### src/rtl/regfile_pkg.sv
// Shared types and helpers for the multi-port integer register file.
package regfile_pkg;

  typedef enum logic [0:0] {
    CLEAR = 1'b0,
    READY = 1'b1
  } rf_state_t;

  localparam int RF_ZERO_ADDR = 0;

  function automatic int rf_aw(input int n);
    return (n <= 1) ? 1 : $clog2(n);
  endfunction

endpackage

### src/rtl/regfile_mp_if.sv
// Decode/writeback facing bus of the register file: packed write and read ports plus clear/ready.
interface regfile_mp_if
  import regfile_pkg::*;
#(
  parameter int XLEN = 32,
  parameter int NREG = 32,
  parameter int NRD  = 2,
  parameter int NWR  = 1
) ();
  localparam int AW = rf_aw(NREG);

  logic                 clear_req;
  logic                 ready;
  logic [NWR-1:0]       wr_en;
  logic [NWR*AW-1:0]    wr_addr;
  logic [NWR*XLEN-1:0]  wr_data;
  logic [NRD*AW-1:0]    rd_addr;
  logic [NRD*XLEN-1:0]  rd_data;

  modport master (
    output clear_req, wr_en, wr_addr, wr_data, rd_addr,
    input  ready, rd_data
  );

  modport slave (
    input  clear_req, wr_en, wr_addr, wr_data, rd_addr,
    output ready, rd_data
  );
endinterface

### src/rtl/regfile_clear_fsm.sv
// Clear-sweep controller: zeroes one register per cycle after reset or clear_req,
// then holds READY until the next clear request.
module regfile_clear_fsm
  import regfile_pkg::*;
#(
  parameter int NREG = 32,
  parameter int AW   = rf_aw(NREG)
) (
  input  logic          clk,
  input  logic          rst,
  input  logic          clear_req_i,
  output logic          ready_o,
  output logic          sweep_we_o,
  output logic [AW-1:0] sweep_addr_o
);

  rf_state_t     state_q, state_d;
  logic [AW-1:0] cnt_q, cnt_d;
  logic          ready_q, ready_d;

  always_comb begin
    state_d = state_q;
    cnt_d   = cnt_q;
    ready_d = ready_q;
    case (state_q)
      CLEAR: begin
        cnt_d = cnt_q + AW'(1);
        // the edge that clears the last register also opens the file
        if (cnt_q == AW'(NREG - 1)) begin
          state_d = READY;
          ready_d = 1'b1;
          cnt_d   = '0;
        end
      end
      READY: begin
        if (clear_req_i) begin
          state_d = CLEAR;
          cnt_d   = '0;
          ready_d = 1'b0;
        end
      end
      default: begin
        state_d = CLEAR;
        cnt_d   = '0;
        ready_d = 1'b0;
      end
    endcase
  end

  always_ff @(posedge clk or posedge rst) begin
    if (rst) begin
      state_q <= CLEAR;
      cnt_q   <= '0;
      ready_q <= 1'b0;
    end else begin
      state_q <= state_d;
      cnt_q   <= cnt_d;
      ready_q <= ready_d;
    end
  end

  assign ready_o      = ready_q;
  assign sweep_we_o   = (state_q == CLEAR);
  assign sweep_addr_o = cnt_q;

endmodule

### src/rtl/regfile_mp.sv
// Multi-port register file: NWR synchronous write ports, NRD combinational read ports,
// optional write-to-read bypass, hardwired-zero x0, sweep-based clear.
module regfile_mp
  import regfile_pkg::*;
#(
  parameter int XLEN   = 32,
  parameter int NREG   = 32,
  parameter int NRD    = 2,
  parameter int NWR    = 1,
  parameter int BYPASS = 1
) (
  input logic         clk,
  input logic         rst,
  regfile_mp_if.slave bus
);
  localparam int AW = rf_aw(NREG);

  logic                 ready;
  logic                 sweep_we;
  logic [AW-1:0]        sweep_addr;
  logic [NREG-1:0][XLEN-1:0] mem_q;

  logic [AW-1:0]   wa [NWR];
  logic [XLEN-1:0] wd [NWR];
  logic [NWR-1:0]  wr_hit;

  regfile_clear_fsm #(.NREG(NREG), .AW(AW)) u_fsm (
    .clk          (clk),
    .rst          (rst),
    .clear_req_i  (bus.clear_req),
    .ready_o      (ready),
    .sweep_we_o   (sweep_we),
    .sweep_addr_o (sweep_addr)
  );

  assign bus.ready = ready;

  // a clear request on the same edge as a write wins over the write
  for (genvar k = 0; k < NWR; k++) begin : g_wr
    assign wa[k]     = bus.wr_addr[k*AW +: AW];
    assign wd[k]     = bus.wr_data[k*XLEN +: XLEN];
    assign wr_hit[k] = ready && !bus.clear_req && bus.wr_en[k] &&
                       (wa[k] != AW'(RF_ZERO_ADDR));
  end

  // higher-numbered write ports are applied last so they win a collision
  always_ff @(posedge clk) begin
    if (sweep_we) begin
      mem_q[sweep_addr] <= '0;
    end else begin
      for (int k = 0; k < NWR; k++) begin
        if (wr_hit[k]) mem_q[wa[k]] <= wd[k];
      end
    end
  end

  for (genvar j = 0; j < NRD; j++) begin : g_rd
    logic [AW-1:0]   ra;
    logic [XLEN-1:0] rd;

    assign ra = bus.rd_addr[j*AW +: AW];

    always_comb begin
      rd = '0;
      if (ready && (ra != AW'(RF_ZERO_ADDR))) begin
        rd = mem_q[ra];
        if (BYPASS != 0) begin
          for (int k = 0; k < NWR; k++) begin
            if (bus.wr_en[k] && (wa[k] == ra)) rd = wd[k];
          end
        end
      end
    end

    assign bus.rd_data[j*XLEN +: XLEN] = rd;
  end

endmodule

### src/flat_wrapper.sv
// flat-port wrapper written by rule: the top's interface ports become plain ports
module regfile_mp_flat import regfile_pkg::*;
#(
  parameter int XLEN   = 32,
  parameter int NREG   = 32,
  parameter int NRD    = 2,
  parameter int NWR    = 1,
  parameter int BYPASS = 1
)
  (clk, rst, bus_clear_req, bus_wr_en, bus_wr_addr, bus_wr_data, bus_rd_addr, bus_ready, bus_rd_data);
  regfile_mp_if #(.XLEN(XLEN), .NREG(NREG), .NRD(NRD), .NWR(NWR)) bus_i ();
  input logic clk;
  input logic rst;
  input wire logic [$bits(bus_i.clear_req)-1:0] bus_clear_req;
  input wire logic [$bits(bus_i.wr_en)-1:0] bus_wr_en;
  input wire logic [$bits(bus_i.wr_addr)-1:0] bus_wr_addr;
  input wire logic [$bits(bus_i.wr_data)-1:0] bus_wr_data;
  input wire logic [$bits(bus_i.rd_addr)-1:0] bus_rd_addr;
  output wire logic [$bits(bus_i.ready)-1:0] bus_ready;
  output wire logic [$bits(bus_i.rd_data)-1:0] bus_rd_data;
  assign bus_i.clear_req = bus_clear_req;
  assign bus_i.wr_en = bus_wr_en;
  assign bus_i.wr_addr = bus_wr_addr;
  assign bus_i.wr_data = bus_wr_data;
  assign bus_i.rd_addr = bus_rd_addr;
  assign bus_ready = bus_i.ready;
  assign bus_rd_data = bus_i.rd_data;
  regfile_mp #(.XLEN(XLEN), .NREG(NREG), .NRD(NRD), .NWR(NWR), .BYPASS(BYPASS)) u_core (.clk(clk), .rst(rst), .bus(bus_i));
endmodule
### config.mk
export PLATFORM = sky130hd
export DESIGN_NAME = regfile_mp_flat
export DESIGN_NICKNAME = d
export VERILOG_FILES = /design/src/rtl/regfile_pkg.sv /design/src/rtl/regfile_mp_if.sv /design/src/rtl/regfile_clear_fsm.sv /design/src/rtl/regfile_mp.sv /design/src/flat_wrapper.sv
export SDC_FILE = /design/constraint.sdc
export NUM_CORES = 2
export LEC_CHECK = 0
export CAP_MARGIN = 20
export CORE_MARGIN = 5
export CORE_UTILIZATION = 25
export DETAILED_ROUTE_END_ITERATION = 10
export GPL_ROUTABILITY_DRIVEN = 1
export SLEW_MARGIN = 20
export SYNTH_ARGS = -nofsm -noshare
export SYNTH_HDL_FRONTEND = slang
export SYNTH_HIERARCHICAL = 1
export SYNTH_SLANG_ARGS = --single-unit
### constraint.sdc
create_clock -name clk -period 5 [get_ports clk]
set_clock_uncertainty 0.1 [all_clocks]
set_input_delay 1.5 -clock clk [delete_from_list [all_inputs] [get_ports clk]]
set_output_delay 1.5 -clock clk [all_outputs]
set_load 0.02 [all_outputs]
# ---- After elaboration in Yosys (flattened, before gate mapping)
# Index checks and enable logic that the tools add are counted.
# W data, S select, Z words.
dict set report totals {
  reg_bits 1031
  out_inout_bits 65
  word_cells 89
  in_bits 51
}
dict set report op_classes {
  reduce_logical 14
  order_cmp 6
  bitwise 3
  add_sub_neg 1
  mux 24
  n_eq_ne 6
}
# operator n
set op_table {}
lappend op_table {{$mux W1024} 2}
lappend op_table {{$and A1024 B1024 Y1024} 1}
lappend op_table {{$bwmux W1024} 1}
lappend op_table {{$not A1024 Y1024} 1}
lappend op_table {{$bmux W32 S5} 2}
lappend op_table {{$demux W32 S5} 2}
lappend op_table {{$mux W32} 8}
lappend op_table {{$lt A5 B6 Y1 const B} 4}
lappend op_table {{$reduce_bool A5 Y1} 3}
lappend op_table {{$eq A5 B5 Y1} 2}
lappend op_table {{$ge A5 B1 Y1 const B} 2}
lappend op_table {{$mux W5} 2}
lappend op_table {{$pmux W5 S2} 1}
lappend op_table {{$logic_and A1 B1 Y1} 9}
lappend op_table {{$add A5 B1 Y5 const B} 1}
lappend op_table {{$eq A5 B5 Y1 const B} 1}
lappend op_table {{$mux W1} 4}
lappend op_table {{$ne A2 B2 Y1 const B} 2}
lappend op_table {{$pmux W1 S2} 2}
lappend op_table {{$ne A2 B1 Y1 const B} 1}
lappend op_table {{$reduce_and A2 Y1} 1}
lappend op_table {{$logic_not A1 Y1} 1}
lappend op_table {{$not A1 Y1} 1}

# ---- Longest topological paths before layout
dict set report logic_depth {
  ltp_word 7
  ltp_mapped 9
  ltp_nobuf 6
}

# ---- Modules after synthesis
# Netlist, hierarchy kept.
# mod instances cells_per_inst seq_area_each_um2 area_per_inst_um2
set by_module_without_submodules {}
lappend by_module_without_submodules {regfile_mp 1 4199 30749.5 59229.3}
lappend by_module_without_submodules {regfile_clear_fsm 1 30 175.2 336.6}

# ---- Least setup slack after synthesis
# OpenSTA, ideal clock, no wires.
dict set report synth_path {
  kind {input -> register}
  startpoint {input port bus_wr_addr[3]}
  endpoint {register u_core/mem_q[64] in the netlist's numbering (enable)}
  setup_time_ps 470
  path_buffers 2
  required_ps 4430
  arrival_time_ps 4629
  cell_stages 4
  setup_slack_ps -199
  cell_sequence {buf_2 -> or3_1 -> clkbuf_1 -> o31ai_1}
}
dict set report synth_via {
  elab_chain_len 3
}
# element line_no
set synth_rtl {}
lappend synth_rtl {{start, declared} flat_wrapper.sv:16} ;# input wire logic [$bits(bus_i.wr_addr)-1:0] bus_wr_addr;
lappend synth_rtl {{$reduce_bool A5 Y1} regfile_mp.sv:43} ;# (wa[k] != AW'(RF_ZERO_ADDR));
lappend synth_rtl {{$logic_and A1 B1 Y1} regfile_mp.sv:42} ;# assign wr_hit[k] = ready && !bus.clear_req && bus.wr_en[k] &&
lappend synth_rtl {{$ne A2 B1 Y1 (no line)} --}
lappend synth_rtl {{end signal, assigned by index} regfile_mp.sv:52} ;# if (wr_hit[k]) mem_q[wa[k]] <= wd[k];
lappend synth_rtl {{end, declared} regfile_mp.sv:21} ;# logic [NREG-1:0][XLEN-1:0] mem_q;
# Every way passes these cells.
# A chain may end at the register's enable or synchronous reset.

# ---- Worst setup path after layout
dict set report layout_path {
  startpoint {input port bus_rd_addr[5]}
  endpoint {output port bus_rd_data[60]}
}
dict set report layout_via {
  elab_chain_len 4
  word_cells_on_any_way 8
  cone_classes {1 x eq/ne; 4 x mux; 3 x reduce/logical}
}
# element line_no
set layout_rtl {}
lappend layout_rtl {{start, declared} flat_wrapper.sv:18} ;# input wire logic [$bits(bus_i.rd_addr)-1:0] bus_rd_addr;
lappend layout_rtl {{$bmux W32 S5 / $eq A5 B5 Y1 (equally long branches)} {regfile_mp.sv:66, regfile_mp.sv:69}}
lappend layout_rtl {{$mux W32 (not written as such) / $logic_and A1 B1 Y1 (equally long branches)} {regfile_mp.sv:66, regfile_mp.sv:69}}
lappend layout_rtl {{$mux W32} regfile_mp.sv:69} ;# if (bus.wr_en[k] && (wa[k] == ra)) rd = wd[k];
lappend layout_rtl {{$mux W32 *} regfile_mp.sv:65} ;# if (ready && (ra != AW'(RF_ZERO_ADDR))) begin
lappend layout_rtl {{end, declared} flat_wrapper.sv:20} ;# output wire logic [$bits(bus_i.rd_data)-1:0] bus_rd_data;
# Every way passes the cells marked *; elsewhere a longest branch is shown, timed or not. The select of a mux whose other input is x is not followed.

==> qor.txt <==
Leakage power figure - 30.39 nW
Cell count after synthesis - 4,229
Number of antenna violations at the first check in global routing - 7
Period Utilization, post-route - 1.065
Overall die height - 498.1 µm
# IOs - 116
Total Die Area - 248,100 µm²
Number of levels the H-tree was split into - 3
Routed via count divided by cell count - 6.211
Mean instance size in the synthesized netlist - 14.09 µm²
Maximum vdd drop - 0.4046 mV
Required @ worst endpoint - 3.40 ns
Reg-to-reg setup timing slack - 1.74 ns
Routed Antenna Nets - 0
Startpoint of the worst hold path - u_core/mem_q[710]$_DFFE_PP_
Detailed placement HPWL - 164,100 µm
Worst min-delay path endpoint - u_core/mem_q[710]$_DFFE_PP_
Placed cells - 7,619
RSZ-0062 raised after global routing - yes
Average detailed-routed wire length per instance - 32.81 µm
Remaining global-route overflow - 0
Stages on the worst setup path - 13
Global placement routability congestion - 0.9718
Worst R2R Path Depth - 5
Top Family by Delay on Critical Path - buffers and inverters
Cell with the largest stage delay on the worst path - sky130_fd_sc_hd__a221o_1
Fill cell total of the finished layout - 22,700
Area share of the leading cell type in the synthesized netlist - 0.5162
Worst hold path depth - 1
Reg-to-reg critical path startpoint - u_core/u_fsm/state_q$_DFF_PP0_
Worst slew pin tran - 1.245 ns
Critical path type - input pin to output pin
Maximum clock rate - 187.8 MHz
Die extent in x - 498.1 µm
Total setup violations reported at the end of the flow - 64
Number of DRC violations after detailed-routing iteration 0 - 8,399
Worst setup margin - -0.3255 ns
Cell chain of the critical path - buf_16 > buf_8 > buf_12 > buf_12 > xnor2_4 > nand4_1 > o211ai_1 > buf_4 > buf_12 > buf_12 > a21oi_4 > a221o_1 > buf_6
Result of the run - complete, but fails checks
Failing checks - negative setup slack
Post-synthesis sequential area ratio - 0.5192
Post-layout minimum cycle time - 5.326 ns
Number of buffer and inverter instances along the worst setup path - 8
Worst slew margin relative to its limit - 0.1682
Ratio of cells with drive above 1 in the final layout - 0.4079
Total of max-cap violations - 0
CTS tree - built
Total length of routed wires - 263,100 µm
CP endpoint kind - output pin
Wire length of the first global-routing pass - 365,300 µm
First-pass iteration count of the detailed router - 6
Hold crit path type - register to register
Number of global-route vias before repair - 46,720
Maximum clock insertion buffer count - 3
Seq cells post-synth - 1,031
Worst R2R End - u_core/mem_q[799]$_DFFE_PP_
Cell seen most often among critical-path stages - sky130_fd_sc_hd__buf_12
Core area - 237,600 µm²
Layout Cells excl Fill - 8,019
Port-buffer cells - 115
EDFF count, synth - 1,024
Number of distinct standard cells referenced by the synthesized netlist - 62
Final number of max-transition violations - 0
Largest net degree at the start of global routing - 42
Cell types occupying the most area after synthesis - sky130_fd_sc_hd__edfxtp_1 52%, sky130_fd_sc_hd__a22o_1 15%, sky130_fd_sc_hd__mux4_2 12%
Inserted Clock Buffers - 110
DP Area - 69,440 µm²
Yosys warning total - 6
Nets - 4,806
Signed area change from the synthesized netlist to the final layout - 32.66%
Overall routing resource usage - 0.1990
Count of vias placed by the detailed router - 49,810
Setup WS pre-CTS - -1.037 ns
Nature of the critical path startpoint - input pin
Most area-hungry cell type in the Yosys netlist - sky130_fd_sc_hd__edfxtp_1
Top library cells by usage in the layout, fill and taps aside - 1,024 x sky130_fd_sc_hd__a22o_1, 1,024 x sky130_fd_sc_hd__edfxtp_1, 572 x sky130_fd_sc_hd__buf_4
Async set or reset register ratio after synthesis - 0.006790
Clock-pin slew on the worst setup and hold paths - 0.06 ns
Final number of hold-violating endpoints - 0
Hold buffer count at cts - 0
DRC Markers - 0
Primary FF master, synth - sky130_fd_sc_hd__edfxtp_1
Clock sinks - 1,031
Starting Density - 0.2507
Finished layout cell area - 79,020 µm²
Arr. time, crit path - 3.73 ns
CP max FO - 6
Clk Latency, worst-skew pair - 0.76 ns
Clock Root Buffer - sky130_fd_sc_hd__clkbuf_16
Power per Cell Area - 598.2 nW/µm²
Post-synth net total - 4,282
CP max stage delay - 0.36 ns
Post-synth design cell area - 59,570 µm²
Core Rows - 179
## cells in the mapped netlist (5+ instances only)
cell / count
sky130_fd_sc_hd__xnor2_1: 6
sky130_fd_sc_hd__a21oi_1: 75
sky130_fd_sc_hd__buf_4: 25
sky130_fd_sc_hd__a221oi_1: 156
sky130_fd_sc_hd__buf_2: 82
sky130_fd_sc_hd__o221ai_1: 26
sky130_fd_sc_hd__mux2_2: 52
sky130_fd_sc_hd__nand3b_1: 7
sky130_fd_sc_hd__nand2_1: 63
sky130_fd_sc_hd__nor2_1: 133
sky130_fd_sc_hd__o21ai_0: 65
sky130_fd_sc_hd__a22o_1: 1024
sky130_fd_sc_hd__nand2b_1: 5
sky130_fd_sc_hd__clkbuf_1: 424
sky130_fd_sc_hd__mux2i_1: 316
sky130_fd_sc_hd__mux4_2: 329
sky130_fd_sc_hd__o21ai_1: 39
sky130_fd_sc_hd__inv_1: 9
sky130_fd_sc_hd__dfrtp_1: 7
sky130_fd_sc_hd__edfxtp_1: 1024
sky130_fd_sc_hd__buf_1: 6
sky130_fd_sc_hd__o21bai_1: 31
sky130_fd_sc_hd__a221o_1: 62
sky130_fd_sc_hd__a22oi_1: 126
sky130_fd_sc_hd__buf_6: 29
sky130_fd_sc_hd__nand3_1: 8
sky130_fd_sc_hd__nor3_1: 9
sky130_fd_sc_hd__nor2b_1: 39
## sequential cells by signal, indices dropped and copies added, names as in the netlist
name,cells
u_core/u_fsm/ready_o,1
u_core/u_fsm/state_q,1
u_core/mem_q,1024
u_core/u_fsm/sweep_addr_o,5
## metrics by stage
step           setup TNS [ns]  hold slack, ns  power (mW)  utilization
2_1_floorplan          -19.10          0.4201       27.77            -
3_3_place_gp           -44.32          0.4702       35.37       0.2919
3_5_place_dp           -44.04          0.4711       35.87       0.2922
4_1_cts                -10.18          0.4948       45.96       0.3246
5_1_grt                -12.72          0.5026       48.51       0.3325
6_report               -11.12          0.4940       47.27       0.3325
## worst max-delay path by stage
stage / from / endpoint
2_1_floorplan: bus_wr_addr[3] / u_core/mem_q[64]$_DFFE_PP_
3_3_place_gp: bus_rd_addr[0] / bus_rd_data[5]
3_5_place_dp: bus_rd_addr[0] / bus_rd_data[5]
4_1_cts: bus_rd_addr[5] / bus_rd_data[63]
5_1_grt: bus_rd_addr[5] / bus_rd_data[60]
6_report: bus_rd_addr[5] / bus_rd_data[60]
## cell families (layout without fill, tap and decap cells)
kind of cell    Yosys count  in the layout  synth area share
compound gates         1623           1623            0.2254
xor+xnor                 10             10          0.001470
fa+ha+maj                 2              2         0.0004200
buf+inv                 579           1197           0.04384
flops                  1031           1031            0.5192
mux                     698            698            0.1876
other cells               0              5                 0
simple gates            286            286           0.02210
## final cells by class
class,instances,area [µm²],area share
diodes,5,12.51,0.0001583
clock buffers,122,2798,0.03540
clock inverters,84,1011,0.01279
inverters,10,42.54,0.0005383
multi-input cells,2619,29210,0.3697
flip-flops and latches,1031,30920,0.3913
well taps,3167,3963,0.05014
repair buffers,981,11060,0.1400
## metal layers
layer	up-vias	wire, µm	GRT usage
met2	4378	115600	0.3011
met5	-	9	0
li1	19140	-	-
met3	691	37160	0.05725
met4	2	14710	0.08960
met1	25600	95610	0.2639
## where the power goes
part	switching [mW]	internal (mW)	total (mW)
clock	3.78	5.16	8.94
combinational	10.8	8.92	19.7
sequential	3.20	15.4	18.6
## timing repair
action / CTS / global route
resized for setup: 688 / 297
setup buffers: 120 / 77
endpoints found under the setup margin: 64 / 64
gates cloned: 29 / 9
pin swaps: 116 / 109
Note: power is estimated with default switching activity, not from simulation.
